`src/rtl/uart_cmd_responder.sv`:
```
// Two-byte {CMD, ARG} request parser and {CODE, DATA} responder sitting between
// the UART rx/tx pair and the sensor/LED logic.
module uart_cmd_responder #(
  parameter int NUM_CH       = 4,
  parameter int TIMEOUT_CLKS = 50000000
) (
  input  logic                  i_Clock,
  input  logic                  i_Reset_n,
  input  logic                  i_Rx_DV,
  input  logic [7:0]            i_Rx_Byte,
  input  logic [8*NUM_CH-1:0]   i_Ch_Data,
  input  logic                  i_Tx_Active,
  input  logic                  i_Tx_Done,
  output logic                  o_Tx_DV,
  output logic [7:0]            o_Tx_Byte,
  output logic [2:0]            o_Led,
  output logic                  o_Busy,
  output logic [7:0]            o_Drop_Count
);

  localparam int CNT_W = $clog2(TIMEOUT_CLKS);
  localparam logic [CNT_W-1:0] CNT_LAST = CNT_W'(TIMEOUT_CLKS - 1);

  typedef enum logic [2:0] {
    IDLE,
    WAIT_ARG,
    EXEC,
    SEND_CODE,
    WAIT_CODE,
    SEND_DATA,
    WAIT_DATA
  } state_t;

  state_t           state_q, state_d;
  logic [7:0]       cmd_q, cmd_d;
  logic [7:0]       arg_q, arg_d;
  logic [7:0]       data_q, data_d;
  logic [7:0]       tx_byte_q, tx_byte_d;
  logic [2:0]       led_q, led_d;
  logic [7:0]       drop_q, drop_d;
  logic [CNT_W-1:0] cnt_q, cnt_d;

  logic [7:0] ch_sel;
  logic [7:0] exec_code;
  logic [7:0] exec_data;
  logic       drop_inc;

  // Transmitter busy is not needed: i_Tx_Done alone paces the response.
  logic unused_tx_active;
  assign unused_tx_active = i_Tx_Active;

  always_comb begin
    ch_sel = '0;
    for (int unsigned k = 0; k < NUM_CH; k++) begin
      if (arg_q == 8'(k)) ch_sel = i_Ch_Data[8*k +: 8];
    end
  end

  always_comb begin
    exec_code = 8'hFF;
    exec_data = cmd_q;
    case (cmd_q)
      8'h01: begin
        if ({1'b0, arg_q} < 9'(NUM_CH)) begin
          exec_code = 8'h01;
          exec_data = ch_sel;
        end else begin
          exec_code = 8'hFE;
          exec_data = arg_q;
        end
      end
      8'h02: begin
        exec_code = 8'h02;
        exec_data = {5'b0, arg_q[2:0]};
      end
      8'h03: begin
        exec_code = 8'h03;
        exec_data = drop_q;
      end
      default: ;
    endcase
  end

  always_comb begin
    state_d   = state_q;
    cmd_d     = cmd_q;
    arg_d     = arg_q;
    data_d    = data_q;
    tx_byte_d = tx_byte_q;
    led_d     = led_q;
    drop_d    = drop_q;
    cnt_d     = cnt_q;
    drop_inc  = 1'b0;

    case (state_q)
      IDLE: begin
        if (i_Rx_DV) begin
          cmd_d   = i_Rx_Byte;
          cnt_d   = '0;
          state_d = WAIT_ARG;
        end
      end
      WAIT_ARG: begin
        // A byte in the final timeout cycle still wins over the timeout.
        if (i_Rx_DV) begin
          arg_d   = i_Rx_Byte;
          state_d = EXEC;
        end else if (cnt_q == CNT_LAST) begin
          drop_inc = 1'b1;
          state_d  = IDLE;
        end else begin
          cnt_d = cnt_q + CNT_W'(1);
        end
      end
      EXEC: begin
        tx_byte_d = exec_code;
        data_d    = exec_data;
        if (cmd_q == 8'h02) led_d = arg_q[2:0];
        state_d   = SEND_CODE;
      end
      SEND_CODE: state_d = WAIT_CODE;
      WAIT_CODE: begin
        if (i_Tx_Done) begin
          tx_byte_d = data_q;
          state_d   = SEND_DATA;
        end
      end
      SEND_DATA: state_d = WAIT_DATA;
      WAIT_DATA: begin
        if (i_Tx_Done) state_d = IDLE;
      end
      default: state_d = IDLE;
    endcase

    if (i_Rx_DV && state_q != IDLE && state_q != WAIT_ARG) drop_inc = 1'b1;
    if (drop_inc && drop_q != 8'hFF) drop_d = drop_q + 8'd1;
  end

  always_ff @(posedge i_Clock or negedge i_Reset_n) begin
    if (!i_Reset_n) begin
      state_q   <= IDLE;
      cmd_q     <= '0;
      arg_q     <= '0;
      data_q    <= '0;
      tx_byte_q <= '0;
      led_q     <= '0;
      drop_q    <= '0;
      cnt_q     <= '0;
    end else begin
      state_q   <= state_d;
      cmd_q     <= cmd_d;
      arg_q     <= arg_d;
      data_q    <= data_d;
      tx_byte_q <= tx_byte_d;
      led_q     <= led_d;
      drop_q    <= drop_d;
      cnt_q     <= cnt_d;
    end
  end

  assign o_Tx_DV      = (state_q == SEND_CODE) || (state_q == SEND_DATA);
  assign o_Tx_Byte    = tx_byte_q;
  assign o_Led        = led_q;
  assign o_Busy       = (state_q != IDLE);
  assign o_Drop_Count = drop_q;

endmodule

```
`config.mk`:
```
export PLATFORM = sky130hd
export DESIGN_NAME = uart_cmd_responder
export DESIGN_NICKNAME = d
export VERILOG_FILES = /design/src/rtl/uart_cmd_responder.sv
export SDC_FILE = /design/constraint.sdc
export NUM_CORES = 1
export LEC_CHECK = 0
export BUFFER_PORTS_ARGS = -buffer_cell sky130_fd_sc_hd__clkbuf_2
export CORE_MARGIN = 5
export CORE_UTILIZATION = 50
export CTS_CLUSTER_DIAMETER = 100
export CTS_CLUSTER_SIZE = 30
export DETAILED_ROUTE_END_ITERATION = 16
export PLACE_DENSITY = 0.69
export SLEW_MARGIN = 40
export SYNTH_ARGS = -nofsm -noshare
export SYNTH_HDL_FRONTEND = slang
export SYNTH_SLANG_ARGS = --single-unit
```
`constraint.sdc`:
```
create_clock -name i_Clock -period 6.5 [get_ports i_Clock]
set_clock_uncertainty 0.2 [all_clocks]
set_input_delay 1.3 -clock i_Clock [delete_from_list [all_inputs] [get_ports i_Clock]]
set_output_delay 1.3 -clock i_Clock [all_outputs]
set_load 0.005 [all_outputs]
```
Word level (Yosys, flattened, before mapping)
Cells that the tools add are included.

Order comparisons: 1. Multipliers: 0. Bitwise operators: 0. Reductions and logical operators: 15. Add/subtract/negate cells: 2. Eq/ne operators: 21. Divide/modulo/power cells: 0. Muxes and demuxes: 24. Shifts and indexed selects: 0.

Operators with widths (count): 26-bit two-way mux (3); 8-bit two-way mux (7); 26-bit one-hot mux with 2 select lines (1); 8-bit one-hot mux with 3 select lines (2); 8-bit by 2-bit == test with 1-bit output (second input constant) (4); 26-bit by 1-bit adder with 26-bit output (second input constant) (1); 26-bit == test (second input constant) (1); 3-bit one-hot mux with 7 select lines (1); 8-bit by 1-bit == test with 1-bit output (second input constant) (2); 8-bit one-hot mux with 2 select lines (1); 3-bit two-way mux (5); 2-bit != test (second input constant) (5); 3-bit == test (second input constant) (3); 8-bit by 1-bit adder with 8-bit output (second input constant) (1); 8-bit logical NOT (1); 8-bit by 3-bit < comparator with 1-bit output (second input constant) (1); 8-bit != test (second input constant) (1); 2-bit AND reduction (4); 4-bit AND reduction (2); 3-bit by 2-bit == test with 1-bit output (second input constant) (2); 1-bit two-way mux (4); 2-bit nonzero test (2); 3-bit by 1-bit == test with 1-bit output (second input constant) (1); 1-bit logical AND (3); other kinds (5) (5).

Bits in writable memories: 0. Logic and storage cells: 71. Bits in read-only memories: 0. Output and inout port bits: 21. Bits in latches: 0. Register bits after elaboration: 72. Memories: 0. Input port bits: 45.

Logic depth before layout (Yosys ltp)
Depth in word-level cells: 7. Depth in mapped cells: 7. Mapped depth without buffers: 6.

Worst setup path before layout
Ideal clock, no wire load.

Path type: in2reg. Start: in i_Rx_DV. End: reg cnt_q[18]. Data arrival time: 2.769 ns. Required time: 6.217 ns. Path slack: 3.448 ns. Setup time: 0.083 ns. Stages: 5. Path buffers: 0. Path through: or4b_4 > nor3_4 > o21ai_2 > or4_1 > o21ai_0.

Cells in the longest elaborated chain, start to end: 2. Elaborated cells on any way between the ends: 3. Classes of those cells: eq/ne (2); reduce/logical (1).

RTL lines: start, declared (RTL line 9) `input logic i_Rx_DV,`; 2-bit != test (no line); 4-bit AND reduction (no line) (*); end signal, assigned (RTL line 157) `cnt_q <= cnt_d;`; end, declared (RTL line 41) `logic [CNT_W-1:0] cnt_q, cnt_d;`.

Mark *: on every way between the ends. The rest lies on a longest branch, timed or not. A chain may end at the register's enable or synchronous reset.

Final worst setup path
Start: in i_Rx_DV. End: reg cnt_q[23].

The elaborated chain is that of the path after synthesis.

==> flow_metrics.py <==
metrics = {
    "synthesis": {
        "synth_top_family_by_area": "simple AND/OR/NAND/NOR gates",
        "synth_adder_area_share_pct": 0.624,
        "synthMuxAreaShare_pct": 5.55,
        "synthXorXnorAreaFrac_pct": 2.40,
        "ys.flop_type": "dfrtp_1",
        "yosys_warnings": 0,
        "synth_cell_types": 59,
        "synthSimpleGateAreaFrac_pct": 22.5,
        "async_flop_share_pct": 100,
        "synth_seq_cells": 72,
        "synthCells": 439,
        "synth_area_per_cell_um2": 9.14,
        "synth_edf_count": 0,
        "synth_compound_area_share_pct": 20.4,
        "ys_seq_area_share_pct": 44.9,
        "synth_area_um2": 4010,
        "synthesis.nets": 486,
    },
    "clock_network": {
        "cts_sinks": 72,
        "numCtsBuffers": 9,
        "ctsHtreeMaxLevel": 3,
        "cts.reportedPaths.clkPinSlew_ps": 80,
        "tritoncts": "done",
        "insertion_delay_ps": 340,
        "clockBufferDepth": 2,
        "cts_setup_buffers": 0,
        "post_cts_resize_count": 0,
        "cts_root_buffer": "clkbuf_8",
        "postCtsHoldBufs": 0,
    },
    "timing": {
        "final-setup-viol-count": 0,
        "whs_ps": 297,
        "fin_setup_tns_ps": 0,
        "fin_crit_sh_pct": 52.6,
        "rsz0062_at_grt": "no",
        "max_freq_mhz": 293,
        "worst_pin_slew_ps": 678,
        "final_hold_viol_count": 0,
        "drv_slew": 0,
        "fin_crit_ps": 3420,
        "slew-limit-headroom_pct": 54.8,
    },
    "route": {
        "viasPerCell": 5.73,
        "route.vias.total": 3442,
        "drt_iter0_drc": 179,
        "wirelength_um": 9420,
        "postRouteAntennaNets": 0,
        "wl_per_cell_um": 15.7,
        "drc": 0,
        "firstDrtPassIters": 5,
    },
    "job": {
        "max_cap_viol_count": 0,
    },
    "floorplanning": {
        "rows": 32,
        "core_region_area_um2": 7770,
        "dieArea_um2": 9910,
        "die_x_um": 99.6,
        "io_pins": 66,
        "initial_core_util_pct": 51.6,
        "die_h_um": 99.6,
    },
    "layout": {
        "syn2layout_area_growth_pct": 16.0,
        "diodes": 0,
        "nets": 542,
        "fillers": 690,
        "drive_gt1_share_pct": 21.0,
        "final_cell_area_um2": 4650,
        "fin_util_pct": 59.9,
    },
    "global_route": {
        "grt_max_degree": 73,
        "antenna_found_initial": 0,
        "grt_pass1_vias": 3309,
        "track_usage_pct": 19.7,
        "overflow": 0,
        "grt_pass1_wl_um": 15900,
    },
    "placed_design": {
        "placement.io_buffers": 64,
        "postPlaceCellArea_um2": 4410,
        "hpwl_um": 6720,
        "place.gp.congestion": 0.804,
    },
    "power_and_ir_drop": {
        "vdd_ir_drop_max_uv": 244,
        "power_density_nw_per_um2": 382,
        "power_w": 0.00178,
        "leakage_nw": 1.98,
    },
    "worst_setup_path": {
        "crit_family": "simple AND/OR/NAND/NOR gates",
        "critPathMaxFanout": 18,
        "cp_cell_sequence": "clkbuf_2 -> or4b_1 -> a21oi_4 -> o211ai_4 -> or4_1 -> a21oi_1",
        "critPathSlowestCell": "or4b_1",
        "max_stage_delay_ps": 790,
        "cp-end-kind": "flip-flop",
        "cp_data_arrival_time_ps": 3480,
        "crit_buf_inv": 1,
        "critPathLaunchType": "primary input",
        "path_class": "primary input to flip-flop",
        "critical_path_required_ps": 6560,
    },
    "run_status": {
        "status": "finished clean",
    },
    "worst_hold_path": {
        "hp-class": "flip-flop to flip-flop",
    },
}
[layout make-up]
type | count | area (um2) | area share, %
Multi-Input combinational cell | 330 | 2070 | 44.6
Sequential cell | 72 | 1800 | 38.7
Timing Repair Buffer | 68 | 354 | 7.61
Clock buffer | 10 | 138 | 2.96
Tap cell | 102 | 128 | 2.74
Clock inverter | 5 | 105 | 2.26
Inverter | 14 | 52.6 | 1.13
[cells in the mapped netlist, drive strengths merged (2+ instances only)]
cell    number  share of area [%]
xnor2        5                1.1
mux2        10                2.8
nand3b       3               0.56
nor2b        8                1.2
mux2i       11                2.7
a311oi       5                1.1
nand2b       3               0.47
clkbuf      18                1.7
nor3         6                1.0
a31o         2               0.44
a211oi       8                1.5
xor2         6                1.3
o21ai       34                4.3
nand4        8                1.4
o31ai        4                1.1
nand2       60                5.6
o21a         3               0.56
o22ai        8                1.2
a21oi       29                3.9
dfrtp       72                 45
or4          4               0.75
and4         5                1.1
inv         13                1.2
or4b         2               0.59
nor4         4               0.62
and3         5               0.78
nand3       12                1.5
nor2        30                2.8
nor3b        3               0.56
and2         5               0.78
a31oi        7                1.1
nor4b        2               0.59
ha           2               0.62
a211o        5                1.1
a22oi        2               0.37
or3         12                1.9
buf          5               0.62
o211ai       8                1.8
[registers in the layout, summed over array words and instances (netlist names)]
name / flops
arg_q: 8
cmd_q: 8
cnt_q: 26
data_q: 8
o_Drop_Count: 8
o_Led: 3
o_Tx_Byte: 8
state_q: 3
[where the power goes]
part | total (W) | switching, W | internal [W] | leakage [nW]
combinational | 0.000561 | 0.000300 | 0.000261 | 0.962
sequential | 0.000783 | 0.000197 | 0.000586 | 0.901
clock | 0.000436 | 0.000172 | 0.000263 | 0.115
[stage by stage]
stage	worst slack, ps	instances
floorplan	3450	439
finish	3080	601
CTS	3080	601
global placement	2820	586
detailed placement	2740	586
global route	2980	601
[path summary, 6_finish.rpt]
kind | startpoint | endpoint | slack (ps) | cells past startpoint
max | i_Rx_DV | cnt_q[23] | 3080 | 6
min | o_Led[1] | o_Led[1] | 300 | 2
max reg2reg | cnt_q[18] | o_Drop_Count[1] | 3510 | 5
min reg2reg | o_Led[1] | o_Led[1] | 300 | 2
max in group asynchronous | i_Reset_n | arg_q[0] | 4710 | 2
min in group asynchronous | i_Reset_n | cnt_q[15] | 840 | 2
[logic make-up (layout without fill, tap and decap cells)]
kind of cell	count (synthesis)	count (layout)
AND/OR/NAND/NOR	173	173
AO/OA/AOI/OAI	123	123
flip-flops	72	72
buffers and inverters	37	97
multiplexers	21	21
XOR/XNOR	11	11
adder cells (fa/ha/maj)	2	2
[tightest hold or removal path: stages, from the launching register on]
cell     delay (ps)
dfrtp_1         350
nand2_1          50
o21ai_0          70
[layout by cell type, fill, tap and decap left out, types with 5 or more instances in the layout]
master     n
o22ai_1    8
clkbuf_8  10
a311oi_1   5
a211oi_1   8
mux2i_1   11
nand4_1    7
and2_1     5
nor2_1    30
xor2_1     6
inv_1     13
a211o_1    5
and3_1     5
o211ai_1   7
nand2_1   60
o21ai_0   31
nor3_1     5
or3_1     12
mux2_2    10
nand3_1   12
xnor2_1    5
a21oi_1   28
nor2b_1    8
dfrtp_1   71
a31oi_1    7
and4_1     5
clkbuf_2  63
[layer usage]
metal / up-vias / global-route usage [%] / routed length [um]
met5: - / 0 / 0
met3: 9 / 2.66 / 395
met2: 76 / 28.5 / 4250
met4: 0 / 5.57 / 97
li1: 1723 / - / -
met1: 1634 / 30.6 / 4680
No activity file was read; power rests on OpenSTA's default activity.
